==> src/rtl/turbidity_adc_responder.sv <==
// Enable/ready acquisition responder for the turbidity sensor: reads an MCP3201-style
// SPI ADC 2^LOG2_AVG times per request and presents the truncated average.
`timescale 1ns/1ps
module turbidity_adc_responder #(
  parameter int CLK_DIV    = 16,
  parameter int LOG2_AVG   = 2,
  parameter int GAP_CYCLES = 64
) (
  input  logic        clk,
  input  logic        reset,
  input  logic        enable,
  output logic        ready,
  output logic [11:0] turbidez,
  output logic        adc_fault,
  output logic        adc_cs_n,
  output logic        adc_sclk,
  input  logic        adc_miso
);

  localparam int DATA_W = 12;
  localparam int DIV_W  = 8;
  localparam int TOG_W  = 5;
  localparam int GAP_W  = 10;
  localparam int CNT_W  = LOG2_AVG + 1;
  localparam int ACC_W  = DATA_W + LOG2_AVG;

  localparam logic [DIV_W-1:0] DIV_LAST = DIV_W'(CLK_DIV - 1);
  localparam logic [GAP_W-1:0] GAP_LAST = GAP_W'(GAP_CYCLES - 1);
  localparam logic [CNT_W-1:0] N_AVG    = CNT_W'(1 << LOG2_AVG);

  typedef enum logic [2:0] {IDLE, SETUP, SHIFT, GAP, DONE, HOLD} state_t;

  state_t              state_q, state_d;
  logic [DIV_W-1:0]    div_q, div_d;
  logic [TOG_W-1:0]    tog_q, tog_d;
  logic [GAP_W-1:0]    gap_q, gap_d;
  logic [CNT_W-1:0]    cnt_q, cnt_d;
  logic [ACC_W-1:0]    acc_q, acc_d;
  logic [DATA_W:0]     sh_q, sh_d;
  logic                sclk_q, sclk_d;
  logic                cs_n_q, cs_n_d;
  logic                ready_q, ready_d;
  logic [DATA_W-1:0]   turb_q, turb_d;
  logic                fault_q, fault_d;
  logic                miso_p0_q, miso_p1_q;

  logic                div_tc;
  logic                last_tog;
  logic                abort;
  logic [CNT_W-1:0]    cnt_inc;

  // Average by keeping the top DATA_W bits of the accumulator (truncating divide).
  function automatic logic [DATA_W-1:0] avg_trunc(input logic [ACC_W-1:0] acc);
    return acc[ACC_W-1 -: DATA_W];
  endfunction

  assign div_tc   = (div_q == DIV_LAST);
  assign last_tog = div_tc && (tog_q == TOG_W'(31));
  assign cnt_inc  = cnt_q + CNT_W'(1);
  assign abort    = !enable && (state_q == SETUP || state_q == SHIFT ||
                                state_q == GAP   || state_q == DONE);

  always_ff @(posedge clk or posedge reset) begin
    if (reset) begin
      state_q   <= IDLE;
      div_q     <= '0;
      tog_q     <= '0;
      gap_q     <= '0;
      cnt_q     <= '0;
      acc_q     <= '0;
      sh_q      <= '0;
      sclk_q    <= 1'b0;
      cs_n_q    <= 1'b1;
      ready_q   <= 1'b0;
      turb_q    <= '0;
      fault_q   <= 1'b0;
      miso_p0_q <= 1'b0;
      miso_p1_q <= 1'b0;
    end else begin
      state_q   <= state_d;
      div_q     <= div_d;
      tog_q     <= tog_d;
      gap_q     <= gap_d;
      cnt_q     <= cnt_d;
      acc_q     <= acc_d;
      sh_q      <= sh_d;
      sclk_q    <= sclk_d;
      cs_n_q    <= cs_n_d;
      ready_q   <= ready_d;
      turb_q    <= turb_d;
      fault_q   <= fault_d;
      miso_p0_q <= adc_miso;
      miso_p1_q <= miso_p0_q;
    end
  end

  always_comb begin
    state_d = state_q;
    case (state_q)
      IDLE:  if (enable) state_d = SETUP;
      SETUP: if (!enable) state_d = IDLE;
             else if (div_tc) state_d = SHIFT;
      SHIFT: if (!enable) state_d = IDLE;
             else if (last_tog) state_d = (cnt_inc == N_AVG) ? DONE : GAP;
      GAP:   if (!enable) state_d = IDLE;
             else if (gap_q == GAP_LAST) state_d = SETUP;
      DONE:  state_d = enable ? HOLD : IDLE;
      HOLD:  if (!enable) state_d = IDLE;
      default: state_d = IDLE;
    endcase
  end

  always_comb begin
    div_d   = div_q;
    tog_d   = tog_q;
    gap_d   = gap_q;
    cnt_d   = cnt_q;
    acc_d   = acc_q;
    sh_d    = sh_q;
    sclk_d  = sclk_q;
    cs_n_d  = cs_n_q;
    ready_d = ready_q;
    turb_d  = turb_q;
    fault_d = fault_q;
    if (abort) begin
      cs_n_d = 1'b1;
      sclk_d = 1'b0;
    end else begin
      case (state_q)
        IDLE: if (enable) begin
          cs_n_d  = 1'b0;
          fault_d = 1'b0;
          acc_d   = '0;
          cnt_d   = '0;
          div_d   = '0;
        end
        SETUP: begin
          div_d = div_tc ? '0 : div_q + DIV_W'(1);
          tog_d = '0;
        end
        SHIFT: begin
          div_d = div_tc ? '0 : div_q + DIV_W'(1);
          if (div_tc) begin
            sclk_d = ~sclk_q;
            tog_d  = tog_q + TOG_W'(1);
            // Rising edges 1..15 carry b0..b14; b0/b1 fall off the top, b15 is never kept.
            if (!sclk_q && tog_q != TOG_W'(30))
              sh_d = {sh_q[DATA_W-1:0], miso_p1_q};
            if (tog_q == TOG_W'(31)) begin
              cs_n_d = 1'b1;
              acc_d  = acc_q + ACC_W'(sh_q[DATA_W-1:0]);
              cnt_d  = cnt_inc;
              gap_d  = '0;
              if (sh_q[DATA_W]) fault_d = 1'b1;
            end
          end
        end
        GAP: begin
          gap_d = gap_q + GAP_W'(1);
          if (gap_q == GAP_LAST) begin
            cs_n_d = 1'b0;
            div_d  = '0;
          end
        end
        DONE: begin
          turb_d  = avg_trunc(acc_q);
          ready_d = 1'b1;
        end
        HOLD: if (!enable) ready_d = 1'b0;
        default: ;
      endcase
    end
  end

  assign ready     = ready_q;
  assign turbidez  = turb_q;
  assign adc_fault = fault_q;
  assign adc_cs_n  = cs_n_q;
  assign adc_sclk  = sclk_q;

endmodule

==> config.mk <==
export PLATFORM = sky130hd
export DESIGN_NAME = turbidity_adc_responder
export DESIGN_NICKNAME = d
export VERILOG_FILES = /design/src/rtl/turbidity_adc_responder.sv
export SDC_FILE = /design/constraint.sdc
export NUM_CORES = 1
export LEC_CHECK = 0
export CORE_UTILIZATION = 40
export DETAILED_ROUTE_END_ITERATION = 8
export SYNTH_ARGS = -nofsm -noshare
export SYNTH_HDL_FRONTEND = slang
export SYNTH_SLANG_ARGS = --single-unit
==> constraint.sdc <==
create_clock -name clk -period 6.32 [get_ports clk]
set_input_delay 0.948 -clock clk [delete_from_list [all_inputs] [get_ports clk]]
set_output_delay 0.948 -clock clk [all_outputs]
set_load 0.05 [all_outputs]
==> results by group <==
Run status
  – Status: finished, final reports clean

Detailed routing
  – Vias: slightly below 3000
  – DRT antenna net count: 0
  – Drt pass-1 iters: 4
  – Final WL: 7920 um
  – 1st-iter DRT viols: 91
  – Vias per std cell: between 5 and 6
  – Post-route DRC: 0
  – Wire length per cell: approximately 15 um

Global route
  – Largest net degree at the start of global routing: 75
  – Remaining Overflow, GRT: 0
  – Met3 Track Usage GR: 4.55%
  – Global-route wire length before repair: ~14000 um
  – Antenna violations before repair: 0
  – Number of global-route vias before repair: ~2900
  – GR Util met2: around 28%
  – Total track usage: 17.2%
  – GRT Max-Usage Layer: met2
  – Routing usage on met1: a little over a fifth

STA
  – Max Freq: roughly 340 MHz
  – Min cycle time layout: around 3.0 ns
  – Worst Tran Pin Value: 0.965 ns
  – Rel. slew slack: a little over a third
  – Worst hold slack: about 0.36 ns
  – Final Cycle Share: 47.1%
  – Worst Skew: 0.0115 ns
  – Final TNS setup: 0 ns
  – Fin. max-slew vios: 0
  – Final setup fails: 0
  – RSZ-0062 raised after global routing: no
  – Fin. Hold Viols: 0

Setup path
  – CP arrival: between 3 and 4 ns
  – Critical path startpoint: enable
  – Critical path endpoint category: flip-flop
  – Type of the worst setup path: primary input to flip-flop
  – Reg2reg end: acc_q[1]
  – Worst Reg-to-Reg Cells: 8
  – Critical path fanouts, max: 22
  – RR Startpoint: tog_q[0]
  – Critical Path RT: between 6 and 7 ns
  – R2R Setup Slk: 3.48 ns
  – Startpoint types: primary input

Floorplanning
  – CORE AREA: ~0.0094 sq mm
  – # IOs: 20
  – Die W: between 100 and 150 um
  – Die ar.: roughly 0.01 sq mm
  – Initial core utilization: 41.9%
  – Die Span Y: between 100 and 150 um
  – Num rows: 35

Synthesis
  – Syn_nets: ~410
  – Synth top area cells: dfrtp_1 (46%), mux2_2 (6.9%), ha_1 (6.0%), nand2_1 (4.5%), o21ai_0 (4.4%)
  – Mapped cell area: 0.00394 sq mm
  – Yosys top cell area share: approximately 46%
  – Synth Area per Inst: between 10 and 15 sq um
  – Synth unique cells: 63
  – Register area share after synthesis: a little under half
  – Cells after Synth: approximately 390
  – Ys async rst share: between 90% and 100%
  – Cell taking the most area after synthesis: dfrtp_1
  – Top FF cell, synth: dfrtp_1
  – Post-synth EDFFs: 0
  – Ys Warns: 0
  – Seq cells post-synth: 74

Clocking
  – CTS Buffer Depth: 2
  – Clock Tree Root: clkbuf_8
  – Total CTS buffers: 9
  – Clock sink total: 74
  – H-tree depth: 3
  – # hold bufs at CTS: 0
  – Clk pin slew, worst setup/hold paths: roughly 0.08 ns
  – Post-CTS Setup Inserts: 0
  – Clk_lat worst skew: roughly 0.36 ns
  – Resize count post-CTS: 0
  – CTS tree: yes

Min path
  – Hold EP: miso_p1_q
  – Worst hold path depth: 0
  – Class of the worst hold path: flip-flop to flip-flop
  – Origin of the worst min-delay path: miso_p0_q

Cells and area
  – Layout Cells excl Fill: 540
  – Area of the multi-input gates: ~0.0020 sq mm
  – Reg area: about 0.0019 sq mm
  – Total Nets Final: 430
  – Antenna diodes: 0
  – Area Overhead vs Synth: 14.2%
  – Layout cells sized above 1: between 10% and 20%
  – Final core utilization: roughly 48%
  – Filler cells: between 800 and 900

Place
  – IO buf count: 19
  – Post-detail-place hpwl: between 5000 and 6000 um
  – RD Place Congestion: 0.829
  – Dpl cells: 524

Power
  – Lkg Pwr: 2.11 nW
  – VDD IR max: 0.159 mV
  – Final total power: about 1.2 mW
  – Pwr Density: between 200 and 300 mW/mm^2

Run
  – Max cap viols: 0
## power by group
| part | internal, mW | switching [mW] |
|---|---|---|
| registers | 0.506 | 0.0448 |
| logic | 0.0804 | 0.153 |
| clock network | 0.274 | 0.187 |
| total | 0.860 | 0.385 |
## worst max path at each step
stage | endpoint | slack (ns) | cells past startpoint
final | acc_q[1] | 3.34 | 6
after global routing | acc_q[2] | 3.12 | 5
after CTS | acc_q[1] | 3.39 | 6
after detailed placement | acc_q[1] | 3.00 | 6
after global placement | acc_q[1] | 3.11 | 6
after floorplan | acc_q[0] | 3.49 | 1
## per-stage QoR
step,setup WS [ns],instance area [sq um]
final,3.34,4500
after global routing,3.12,4500
after CTS,3.39,4500
after detailed placement,3.00,4250
after global placement,3.11,4250
after floorplan,3.49,3940
## area by class of cell
class,count,area share [%]
multi-input cells,289,44.2
flip-flops and latches,74,41.2
repair buffers,21,4.56
well taps,129,3.59
clock buffers,10,3.06
clock inverters,6,2.53
inverters,11,0.917
## Yosys cell counts, drive strengths merged, types with 4 or more instances
library cell	n
o21a	4
and3	8
xnor2	9
nand2	48
a21o	5
dfrtp	73
ha	19
clkbuf	4
nand3	10
nor3	8
buf	7
inv	11
o21ai	36
o31ai	6
nand4	5
mux2	27
nor2	28
nor2b	5
nand2b	5
a21oi	16
xor2	11
## cell usage in the layout (no fill, tap or decap), types with 2 or more instances in the layout
cell / n
and3_1: 7
a21oi_2: 2
o21a_1: 4
a22o_1: 2
a2bb2oi_1: 2
nand4b_2: 2
mux2_1: 3
xor2_1: 11
nand2b_1: 4
clkdlybuf4s50_1: 19
clkinvlp_4: 2
nand3b_1: 2
o21ai_0: 35
nand2_1: 47
ha_1: 19
mux2_2: 24
and2_1: 2
o31ai_1: 6
buf_4: 2
clkbuf_8: 10
a211oi_1: 2
xnor2_1: 9
o41ai_1: 2
dfrtp_1: 73
nand4_1: 5
a31oi_1: 2
nor2_1: 27
a21oi_1: 14
inv_1: 10
nor3_1: 6
bufinv_16: 3
nand3_1: 10
a21o_1: 5
nor2b_1: 5
or3_1: 2
## registers in the layout (all words and copies together) (netlist names)
register	flops
state_q	3
sh_q	13
cnt_q	3
acc_q	14
ready	1
miso_p0_q	1
tog_q	5
gap_q	10
turbidez	12
div_q	8
adc_fault	1
adc_cs_n	1
miso_p1_q	1
adc_sclk	1
## logic make-up after synthesis
kind of cell    share of synthesized area [%]
buf+inv                                  2.54
mux                                      7.71
flops                                    47.0
compound gates                           14.6
fa+ha+maj                                6.54
xor+xnor                                 4.44
simple gates                             17.2
## worst max-delay path: stages
cell and delay, ns:
clkdlybuf4s50_1 0.70, inv_1 0.19, nor3_1 0.31, nand2_1 0.53
or3_1 0.49, o21ai_0 0.08
## layer usage
layer  share of wire [%]  up-vias
met2                  47       52
met5                   0        -
li1                    -     1425
met3                 4.2       12
met4                 1.7        0
met1                  47     1397
No activity file was read; power rests on OpenSTA's default activity.
